<file path="src/rtl/hazard_pkg.sv">
// Shared types for the pipeline hazard unit: forwarding selects and the
// memory-wait FSM state encoding.
package hazard_pkg;

   typedef enum logic [1:0] {
      FWD_RF  = 2'b00,
      FWD_WB  = 2'b01,
      FWD_MEM = 2'b10
   } fwd_sel_t;

   typedef enum logic [1:0] {
      ST_RUN,
      ST_WAIT,
      ST_RELEASE
   } hz_state_t;

   // M-stage result wins over W-stage; register 0 is never forwarded.
   function automatic fwd_sel_t fwd_sel(input logic [4:0] src,
                                        input logic [4:0] wreg_m,
                                        input logic       rw_m,
                                        input logic [4:0] wreg_w,
                                        input logic       rw_w);
      fwd_sel_t sel;
      sel = FWD_RF;
      if (src != 5'd0 && src == wreg_m && rw_m)
         sel = FWD_MEM;
      else if (src != 5'd0 && src == wreg_w && rw_w)
         sel = FWD_WB;
      return sel;
   endfunction

endpackage

</file>
<file path="src/rtl/hazard_unit_if.sv">
// Pipeline-to-hazard-unit bundle: register ids and control bits in,
// forwarding selects, stall/flush controls and status out.
interface hazard_unit_if #(parameter int CNT_W = 16);
   import hazard_pkg::*;

   logic [4:0]       rsD, rtD, rsE, rtE;
   logic [4:0]       writeregE, writeregM, writeregW;
   logic             branchD, memtoregE, memtoregM;
   logic             regwriteE, regwriteM, regwriteW;
   logic             memwriteM, dmem_ready;
   logic             forwardAD, forwardBD;
   fwd_sel_t         forwardAE, forwardBE;
   logic             stallF, stallD, stallE, stallM;
   logic             flushE, flushW;
   logic             mem_timeout;
   logic [CNT_W-1:0] stall_count;

   modport master (
      output rsD, rtD, rsE, rtE, writeregE, writeregM, writeregW,
             branchD, memtoregE, memtoregM, regwriteE, regwriteM, regwriteW,
             memwriteM, dmem_ready,
      input  forwardAD, forwardBD, forwardAE, forwardBE,
             stallF, stallD, stallE, stallM, flushE, flushW,
             mem_timeout, stall_count
   );

   modport slave (
      input  rsD, rtD, rsE, rtE, writeregE, writeregM, writeregW,
             branchD, memtoregE, memtoregM, regwriteE, regwriteM, regwriteW,
             memwriteM, dmem_ready,
      output forwardAD, forwardBD, forwardAE, forwardBE,
             stallF, stallD, stallE, stallM, flushE, flushW,
             mem_timeout, stall_count
   );
endinterface

</file>
<file path="src/rtl/hazard_unit_sat_counter.sv">
// Saturating up-counter with enable and synchronous active-low clear;
// holds at all-ones instead of wrapping.
module sat_counter #(
   parameter int W = 16
) (
   input  logic         i_clk,
   input  logic         i_clr_n,
   input  logic         i_en,
   output logic [W-1:0] o_count
);

   logic [W-1:0] r_count;

   always_ff @(posedge i_clk) begin
      if (!i_clr_n)
         r_count <= '0;
      else if (i_en && r_count != {W{1'b1}})
         r_count <= r_count + 1'b1;
   end

   assign o_count = r_count;

endmodule

</file>
<file path="src/rtl/hazard_unit.sv">
// Forwarding and stall/flush control for a 5-stage pipeline, zero-cycle latency.
// Slow data memory stalls the whole pipe, bounded by MAX_WAIT before a forced one-cycle release.
module hazard_unit
   import hazard_pkg::*;
#(
   parameter int MAX_WAIT = 15,
   parameter int CNT_W    = 16
) (
   input logic          clk,
   input logic          reset,
   hazard_unit_if.slave hz
);

   localparam int WCNT_W = ($clog2(MAX_WAIT + 1) > 4) ? $clog2(MAX_WAIT + 1) : 4;
   localparam logic [WCNT_W-1:0] WAIT_LIM = WCNT_W'(MAX_WAIT);

   hz_state_t         r_state;
   logic [WCNT_W-1:0] r_wait_cnt;
   logic              r_mem_timeout;

   logic              w_memreq;
   logic              w_release;
   logic              w_lwstall;
   logic              w_branchstall;
   logic              w_memstall;
   logic              w_hazstall;
   logic [WCNT_W-1:0] w_wait_nxt;

   assign w_memreq   = hz.memtoregM | hz.memwriteM;
   // While reset is held the unit behaves as if in RUN.
   assign w_release  = reset && (r_state == ST_RELEASE);
   assign w_wait_nxt = r_wait_cnt + 1'b1;

   assign w_lwstall  = hz.memtoregE & ((hz.rsD == hz.rtE) | (hz.rtD == hz.rtE));
   assign w_branchstall = hz.branchD &
      ((hz.regwriteE & ((hz.writeregE == hz.rsD) | (hz.writeregE == hz.rtD))) |
       (hz.memtoregM & ((hz.writeregM == hz.rsD) | (hz.writeregM == hz.rtD))));
   assign w_memstall = w_memreq & ~hz.dmem_ready & ~w_release;
   assign w_hazstall = w_lwstall | w_branchstall;

   assign hz.forwardAE = fwd_sel(hz.rsE, hz.writeregM, hz.regwriteM, hz.writeregW, hz.regwriteW);
   assign hz.forwardBE = fwd_sel(hz.rtE, hz.writeregM, hz.regwriteM, hz.writeregW, hz.regwriteW);
   assign hz.forwardAD = (hz.rsD != 5'd0) & (hz.rsD == hz.writeregM) & hz.regwriteM;
   assign hz.forwardBD = (hz.rtD != 5'd0) & (hz.rtD == hz.writeregM) & hz.regwriteM;

   // A memory stall freezes every stage, so the E bubble is suppressed and W is flushed instead.
   assign hz.stallF = w_memstall | w_hazstall;
   assign hz.stallD = w_memstall | w_hazstall;
   assign hz.flushE = ~w_memstall & w_hazstall;
   assign hz.stallE = w_memstall;
   assign hz.stallM = w_memstall;
   assign hz.flushW = w_memstall;

   assign hz.mem_timeout = r_mem_timeout;

   always_ff @(posedge clk) begin
      if (!reset) begin
         r_state       <= ST_RUN;
         r_wait_cnt    <= '0;
         r_mem_timeout <= 1'b0;
      end else begin
         case (r_state)
            ST_RUN: begin
               if (w_memreq && !hz.dmem_ready) begin
                  if (WAIT_LIM <= WCNT_W'(1)) begin
                     r_state       <= ST_RELEASE;
                     r_wait_cnt    <= '0;
                     r_mem_timeout <= 1'b1;
                  end else begin
                     r_state    <= ST_WAIT;
                     r_wait_cnt <= WCNT_W'(1);
                  end
               end
            end
            ST_WAIT: begin
               if (hz.dmem_ready || !w_memreq) begin
                  r_state    <= ST_RUN;
                  r_wait_cnt <= '0;
               end else if (w_wait_nxt >= WAIT_LIM) begin
                  // The counter tracks stalled cycles; reaching the limit here
                  // means MAX_WAIT stall cycles have been spent on this access.
                  r_state       <= ST_RELEASE;
                  r_wait_cnt    <= '0;
                  r_mem_timeout <= 1'b1;
               end else begin
                  r_wait_cnt <= w_wait_nxt;
               end
            end
            ST_RELEASE: begin
               r_state    <= ST_RUN;
               r_wait_cnt <= '0;
            end
            default: begin
               r_state    <= ST_RUN;
               r_wait_cnt <= '0;
            end
         endcase
      end
   end

   sat_counter #(.W(CNT_W)) u_stall_cnt (
      .i_clk   (clk),
      .i_clr_n (reset),
      .i_en    (hz.stallF),
      .o_count (hz.stall_count)
   );

endmodule

</file>
<file path="src/flat_wrapper.sv">
// flat-port wrapper written by rule: the top's interface ports become plain ports
module hazard_unit_flat import hazard_pkg::*;
#(
   parameter int MAX_WAIT = 15,
   parameter int CNT_W    = 16
)
  (clk, reset, hz_rsD, hz_rtD, hz_rsE, hz_rtE, hz_writeregE, hz_writeregM, hz_writeregW, hz_branchD, hz_memtoregE, hz_memtoregM, hz_regwriteE, hz_regwriteM, hz_regwriteW, hz_memwriteM, hz_dmem_ready, hz_forwardAD, hz_forwardBD, hz_forwardAE, hz_forwardBE, hz_stallF, hz_stallD, hz_stallE, hz_stallM, hz_flushE, hz_flushW, hz_mem_timeout, hz_stall_count);
  hazard_unit_if #(.CNT_W(CNT_W)) hz_i ();
  input logic clk;
  input logic reset;
  input wire logic [$bits(hz_i.rsD)-1:0] hz_rsD;
  input wire logic [$bits(hz_i.rtD)-1:0] hz_rtD;
  input wire logic [$bits(hz_i.rsE)-1:0] hz_rsE;
  input wire logic [$bits(hz_i.rtE)-1:0] hz_rtE;
  input wire logic [$bits(hz_i.writeregE)-1:0] hz_writeregE;
  input wire logic [$bits(hz_i.writeregM)-1:0] hz_writeregM;
  input wire logic [$bits(hz_i.writeregW)-1:0] hz_writeregW;
  input wire logic [$bits(hz_i.branchD)-1:0] hz_branchD;
  input wire logic [$bits(hz_i.memtoregE)-1:0] hz_memtoregE;
  input wire logic [$bits(hz_i.memtoregM)-1:0] hz_memtoregM;
  input wire logic [$bits(hz_i.regwriteE)-1:0] hz_regwriteE;
  input wire logic [$bits(hz_i.regwriteM)-1:0] hz_regwriteM;
  input wire logic [$bits(hz_i.regwriteW)-1:0] hz_regwriteW;
  input wire logic [$bits(hz_i.memwriteM)-1:0] hz_memwriteM;
  input wire logic [$bits(hz_i.dmem_ready)-1:0] hz_dmem_ready;
  output wire logic [$bits(hz_i.forwardAD)-1:0] hz_forwardAD;
  output wire logic [$bits(hz_i.forwardBD)-1:0] hz_forwardBD;
  output wire logic [$bits(hz_i.forwardAE)-1:0] hz_forwardAE;
  output wire logic [$bits(hz_i.forwardBE)-1:0] hz_forwardBE;
  output wire logic [$bits(hz_i.stallF)-1:0] hz_stallF;
  output wire logic [$bits(hz_i.stallD)-1:0] hz_stallD;
  output wire logic [$bits(hz_i.stallE)-1:0] hz_stallE;
  output wire logic [$bits(hz_i.stallM)-1:0] hz_stallM;
  output wire logic [$bits(hz_i.flushE)-1:0] hz_flushE;
  output wire logic [$bits(hz_i.flushW)-1:0] hz_flushW;
  output wire logic [$bits(hz_i.mem_timeout)-1:0] hz_mem_timeout;
  output wire logic [$bits(hz_i.stall_count)-1:0] hz_stall_count;
  assign hz_i.rsD = hz_rsD;
  assign hz_i.rtD = hz_rtD;
  assign hz_i.rsE = hz_rsE;
  assign hz_i.rtE = hz_rtE;
  assign hz_i.writeregE = hz_writeregE;
  assign hz_i.writeregM = hz_writeregM;
  assign hz_i.writeregW = hz_writeregW;
  assign hz_i.branchD = hz_branchD;
  assign hz_i.memtoregE = hz_memtoregE;
  assign hz_i.memtoregM = hz_memtoregM;
  assign hz_i.regwriteE = hz_regwriteE;
  assign hz_i.regwriteM = hz_regwriteM;
  assign hz_i.regwriteW = hz_regwriteW;
  assign hz_i.memwriteM = hz_memwriteM;
  assign hz_i.dmem_ready = hz_dmem_ready;
  assign hz_forwardAD = hz_i.forwardAD;
  assign hz_forwardBD = hz_i.forwardBD;
  assign hz_forwardAE = hz_i.forwardAE;
  assign hz_forwardBE = hz_i.forwardBE;
  assign hz_stallF = hz_i.stallF;
  assign hz_stallD = hz_i.stallD;
  assign hz_stallE = hz_i.stallE;
  assign hz_stallM = hz_i.stallM;
  assign hz_flushE = hz_i.flushE;
  assign hz_flushW = hz_i.flushW;
  assign hz_mem_timeout = hz_i.mem_timeout;
  assign hz_stall_count = hz_i.stall_count;
  hazard_unit #(.MAX_WAIT(MAX_WAIT), .CNT_W(CNT_W)) u_core (.clk(clk), .reset(reset), .hz(hz_i));
endmodule
</file>
<file path="config.mk">
export PLATFORM = sky130hd
export DESIGN_NAME = hazard_unit_flat
export DESIGN_NICKNAME = d
export VERILOG_FILES = /design/src/rtl/hazard_pkg.sv /design/src/rtl/hazard_unit_if.sv /design/src/rtl/hazard_unit_sat_counter.sv /design/src/rtl/hazard_unit.sv /design/src/flat_wrapper.sv
export SDC_FILE = /design/constraint.sdc
export NUM_CORES = 1
export LEC_CHECK = 0
export BUFFER_PORTS_ARGS = -buffer_cell sky130_fd_sc_hd__buf_2
export CORE_MARGIN = 4
export CORE_UTILIZATION = 45
export CTS_BUF_LIST = sky130_fd_sc_hd__clkbuf_16
export CTS_CLUSTER_SIZE = 16
export DETAILED_ROUTE_END_ITERATION = 10
export GPL_TIMING_DRIVEN = 0
export PLACE_DENSITY = 0.74
export RECOVER_POWER = 25
export SYNTH_ARGS = -nofsm -noshare
export SYNTH_HDL_FRONTEND = slang
export SYNTH_HIERARCHICAL = 1
export SYNTH_SLANG_ARGS = --single-unit
</file>
<file path="constraint.sdc">
create_clock -name clk -period 5.2 [get_ports clk]
set_input_delay 1.04 -clock clk [delete_from_list [all_inputs] [get_ports clk]]
set_output_delay 1.04 -clock clk [all_outputs]
set_load 0.01 [all_outputs]
</file>
==> results_dict.tcl, run 1 <==
set metrics [dict create \
    synth_edf_count 0 \
    yosys_warnings 6 \
    async_flop_share_pct 0 \
    grt-busiest-layer "met2" \
    path_buf_inv 3 \
    core_area_um2 4144 \
    syn_to_final_growth_pct 23.20 \
    cts.hold.buffers_added 0 \
    htree_levels 1 \
    drc 0 \
    final_cell_mix "60 x buf_2, 27 x xnor2_1, 25 x xor2_1, 23 x dfxtp_1, 17 x nand2_1" \
    skew_ps 4.382 \
    holdCritPathClass "reg -> reg" \
    post_cts_buffers 0 \
    drv_slew 0 \
    layout_commonest_cell "buf_2" \
    end_kind "output pin" \
    seq_area_frac_synth_pct 23.20 \
    critical_path.cell_chain "clkbuf_1, xor2_1, nor4_1, nand3_1, and4_1, nand3b_1, buf_4, buf_2" \
    place_congestion 0.8562 \
    wl_um 5104 \
    hpwl_um 4153 \
    clk_pin_slew_ps 60 \
    status "complete, no violations" \
    synth_compound_area_share_pct 14.12 \
    netlist_top_cells_area "dfxtp_1 23%, xnor2_1 12%, xor2_1 11%" \
    cts_tree "yes" \
    rsz0062_at_grt "no" \
    synth-simple-area-share_pct 31.40 \
    ys.flop_type "dfxtp_1" \
    required_ps 4160 \
    syn_nets 290 \
    power.density_nw_per_um2 183.5 \
    gr-usage-met1_pct 25.99 \
    maxCapViolations 0 \
    ys_types 50 \
    finalSetupViolations 0 \
    drtIter0Drc 151 \
    nNetsFinal 361 \
    grt_pass1_vias 1921 \
    antennaDiodeCount 0 \
    viasPerCell 5.588 \
    dieWidth_um 74.41 \
    ios 74 \
    synth_cells 242 \
    insertion_delay_ps 250 \
    drive_gt1_share_pct 24.36 \
    worst_slack_ps 1541 \
    avgSynthCellArea_um2 8.200 \
    synthMuxAreaShare_pct 1.513 \
    p_leak_nw 0.9723 \
    antenna_found_initial 0 \
    use_met2_pct 31.90 \
    dr.pass1.iters 4 \
    dieHeight_um 74.41 \
    dp_worst_setup_slack_ps 1546 \
    slowest_delay_ps 290 \
    fin_setup_tns_ps 0 \
    synth_top_area_cell "dfxtp_1" \
    synthAdderAreaFrac_pct 1.892 \
    final_hold_viol_count 0 \
    worstSetupPathType "in -> out" \
    min_period_ps 3659 \
    slowest_stage "nor4_1" \
    fin_crit_sh_pct 70.36 \
    cts_sinks 23 \
    ir_worst_vdd_v 0.0001023 \
    die_area_um2 5536 \
    worstMarginPinSlew_ps 721.1 \
    grt.total_usage_pct 19.04 \
    synth_xor_area_share_pct 22.95 \
    timing.fmax_mhz 273.3 \
    ctsResizeCount 0 \
    rows 23 \
    crit_family "simple AND/OR/NAND/NOR gates" \
    vias 2023 \
    syn-cell-area_um2 1984 \
    worstPathArrival_ps 2620 \
    port-buffer-count 66 \
    yosys_register_bits 23 \
    wire_per_inst_um 14.10 \
    clk_path_buf_depth 2 \
    postRouteAntennaNets 0 \
    cts_root_buf "clkbuf_16" \
    grt.overflow.total 0 \
    synth_top_area_share_pct 23.20 \
    met3_usage_pct 2.973 \
    grt_pass1_wl_um 8549 \
    initial_utilization_pct 47.89 \
    cts_buffers 3 \
    grt_max_degree 13 \
    synth_top_family_by_area "simple AND/OR/NAND/NOR gates" \
    critPathMaxFanout 9 \
    relSlewSlack_pct 51.52 \
    cp-start-kind "primary input" \
]
[cells by family (layout without fill, tap and decap cells)]
logic type | count (synthesis) | after routing
and+or+nand+nor | 100 | 100
xor gates and xnor gates | 52 | 52
AOI/OAI and AO/OA | 42 | 42
DFF | 23 | 23
buffers and inverters | 19 | 89
adders and majority gates | 3 | 3
muxes | 3 | 3
[layer usage]
metal	vias up	routed length [um]
li1	1028	-
met1	929	2328
met2	62	2402
met3	4	328
met4	0	44
met5	-	0
[final timing paths]
kind | from | to | slack (ps) | cells past startpoint
setup / recovery | hz_rtE[4] | hz_stallF | 1540 | 8
hold reg to reg | u_core/hz.mem_timeout | u_core/hz.mem_timeout | 450 | 1
hold / removal | u_core/hz.mem_timeout | u_core/hz.mem_timeout | 450 | 1
setup reg to reg | u_core/r_state[0] | u_core/u_stall_cnt/o_count[7] | 2890 | 6
[final cells by class]
cell class,instances,area [um^2]
clock inverters,1,3.754
well taps,50,62.56
repair buffers,66,319.1
clock buffers,3,75.07
plain buffers,12,71.32
inverters,7,26.28
flip-flops and latches,23,460.4
fillers,404,1699
multi-input cells,200,1426
[cells in the mapped netlist (5+ instances only)]
cell type and n:
or4_1 6, nand2_1 17, dfxtp_1 23, xor2_1 25
nand4_1 9, nand3_1 11, nor2_1 8, o21ai_0 6
o31ai_1 5, inv_1 7, a21oi_1 10, nor3_1 7
nor4_1 9, xnor2_1 27
[state kept, by name, indices dropped and copies added, names as in the netlist]
name,cells
u_core/hz.mem_timeout,1
u_core/u_stall_cnt/o_count,16
u_core/r_state,2
u_core/r_wait_cnt,4
[power breakdown]
group          internal (W)  switching, W
Sequential         0.000179    0.00000352
Combinational     0.0000480     0.0000557
Clock              0.000103     0.0000600
[stage by stage]
step | power (W) | instance area, um^2 | util, % | hold WS, ps | instances
4_1_cts | 0.0004527 | 2456 | 59.27 | 455.6 | 362
2_1_floorplan | 0.0002477 | 1984 | - | 460.2 | 242
3_3_place_gp | 0.0002880 | 2377 | 57.37 | 431.1 | 358
6_report | 0.0004487 | 2445 | 59.00 | 453.2 | 362
5_1_grt | 0.0004751 | 2445 | 59.00 | 503.4 | 362
3_5_place_dp | 0.0002903 | 2377 | 57.37 | 442.0 | 358
[worst reg2reg max path, delay by kind of cell (launching register included)]
| family | cells | cell delay [ps] |
|---|---|---|
| AND/OR/NAND/NOR | 3 | 1160 |
| buffers and inverters | 1 | 100 |
| AO/OA/AOI/OAI | 2 | 590 |
| flip-flops | 1 | 390 |
No activity file was read; power rests on OpenSTA's default activity.
==> inputs of run 2 (changes only) <==
clock period = 3.75 ns   (was 5.2 ns; I/O delays follow)
==> run 2 against run 1 <==
Compared with the run above:
- register-to-register slack got worse by 1500 ps
- non-clock buffer count unchanged
- highest routed layer unchanged
- utilization about the same
- first-iteration DRC count down 3.3%
- clock skew hardly changed
- hold slack about the same
- sequential power is 39% higher
- clock-buffer cell count did not move
- worst setup slack worse by 870 ps
- design area barely moved
==> results_dict.tcl, run 2 (synthesis gave the netlist of run 1 again) <==
set metrics [dict create \
    hold_end "u_core/hz.mem_timeout" \
    place_congestion 0.8562 \
    cts.hold.buffers_added 0 \
    drv_slew 0 \
    multi_input_area_um2 1426 \
    netSwitchingFraction_pct 26.62 \
    p_int_w 0.0004571 \
    wire_per_inst_um 14.12 \
    relSlewSlack_pct 51.56 \
    cts_tree "yes" \
    p_leak_nw 0.9750 \
    antenna_found_initial 0 \
    nNetsFinal 361 \
    postLayoutCoreUtil_pct 59.03 \
    grt.overflow.total 0 \
    end_kind "output pin" \
    drc 0 \
    holdPathStages 1 \
    gr-usage-met1_pct 25.99 \
    ctsResizeCount 0 \
    cts_root_buf "clkbuf_16" \
    required_ps 3000 \
    rsz0062_at_grt "no" \
    grt-busiest-layer "met2" \
    grt_max_degree 13 \
    layout_commonest_cell "buf_2" \
    clock_power_share_pct 36.3 \
    pwr-share-seq_pct 40.6 \
    critPathMaxFanout 9 \
    placed_cells 358 \
    insertion_delay_ps 250 \
    dieWidth_um 74.41 \
    seqCellArea_um2 460.4 \
    core_area_um2 4144 \
    skew_ps 4.639 \
    cts_sinks 23 \
    fin_setup_tns_ps 0 \
    initial_utilization_pct 47.89 \
    min_period_ps 3082 \
    met3_usage_pct 2.973 \
    post_cts_buffers 0 \
    holdCritPathClass "reg -> reg" \
    r2r_start "u_core/r_state[0]" \
    worstMarginPinSlew_ps 720.6 \
    clk_path_buf_depth 2 \
    grt_pass1_wl_um 8549 \
    power.density_nw_per_um2 254.6 \
    use_met2_pct 31.90 \
    wl_um 5111 \
    hold_start "u_core/hz.mem_timeout" \
    timing.fmax_mhz 324.4 \
    final_hold_viol_count 0 \
    critical_path.cell_chain "clkbuf_1, xor2_1, nor4_1, nand3_1, and4_1, nand3b_1, buf_4, buf_2" \
    fill_cells 403 \
    vias 2046 \
    ios 74 \
    r2r_cells 6 \
    r2r-end "u_core/u_stall_cnt/o_count[7]" \
    r2r_slack_ps 1440 \
    fin_crit_sh_pct 82.20 \
    grt_pass1_vias 1921 \
    rows 23 \
    hpwl_um 4153 \
    postRouteAntennaNets 0 \
    finalSetupViolations 0 \
    slowest_delay_ps 290 \
    drive_gt1_share_pct 24.68 \
    largest_reg_flops 16 \
    status "complete, no violations" \
    antennaDiodeCount 0 \
    dr.pass1.iters 4 \
    ir_worst_vdd_v 0.0001420 \
    p_switching_w 0.0001658 \
    p_comb_share_pct 23.1 \
    cts_buffers 3 \
    die_area_um2 5536 \
    drtIter0Drc 146 \
    htree_levels 1 \
    maxCapViolations 0 \
    syn_to_final_growth_pct 23.27 \
    cp-start-kind "primary input" \
    final_cell_mix "61 x buf_2, 27 x xnor2_1, 25 x xor2_1, 23 x dfxtp_1, 17 x nand2_1" \
    port-buffer-count 66 \
    instances_no_fill 362 \
    worstSetupPathType "in -> out" \
    worstPathArrival_ps 2330 \
    clk_pin_slew_ps 60 \
    viasPerCell 5.652 \
    slowest_stage "nor4_1" \
    grt.total_usage_pct 19.04 \
    dieHeight_um 74.41 \
]
==> run 2: power by group through the flow <==
stage	Sequential (W)	Combinational, W	Clock, W
after CTS	0.000253	0.000145	0.000230
after detailed placement	0.000258	0.000144	0
after floorplan	0.000258	0.0000850	0
after global routing	0.000254	0.000160	0.000245
after global placement	0.000258	0.000141	0
final	0.000253	0.000144	0.000226
==> run 2: worst max-delay path, delay by kind of cell <==
kind	cells	cell delay, ps
xor gates and xnor gates	1	120
buffers and inverters	3	550
and+or+nand+nor	4	900
==> run 2: layout make-up <==
| type | count | share of cell area [%] |
|---|---|---|
| inverters | 7 | 1.074 |
| well taps | 50 | 2.558 |
| plain buffers | 12 | 2.916 |
| flip-flops and latches | 23 | 18.82 |
| clock inverters | 1 | 0.1535 |
| repair buffers | 66 | 13.09 |
| multi-input cells | 200 | 58.31 |
| clock buffers | 3 | 3.069 |
==> run 2: metal layers <==
metal,vias to the layer above,share of wire (%)
li1,1030,-
met1,948,45
met2,64,48
met3,4,6.0
met4,0,0.86
met5,-,0
==> run 2: worst max path at each step <==
| stage | start | endpoint | slack (ps) | cells past startpoint |
|---|---|---|---|---|
| after detailed placement | hz_rtE[4] | hz_stallF | 680 | 8 |
| after floorplan | hz_rtE[4] | hz_stallF | 940 | 7 |
| final | hz_rtE[4] | hz_stallF | 670 | 8 |
| after global routing | hz_rtE[4] | hz_stallF | 470 | 8 |
| after CTS | hz_rtE[4] | hz_stallF | 670 | 8 |
| after global placement | hz_rtE[4] | hz_stallF | 710 | 8 |
==> run 2: metrics by stage <==
step	setup slack (ps)	power [W]	hold slack, ps	area, um^2
3_5_place_dp	676.4	0.0004026	442.0	2377
2_1_floorplan	937.2	0.0003434	460.2	1984
5_1_grt	473.8	0.0006589	503.4	2446
6_report	667.7	0.0006228	453.6	2446
3_3_place_gp	710.3	0.0003993	431.1	2377
4_1_cts	668.7	0.0006277	455.6	2456
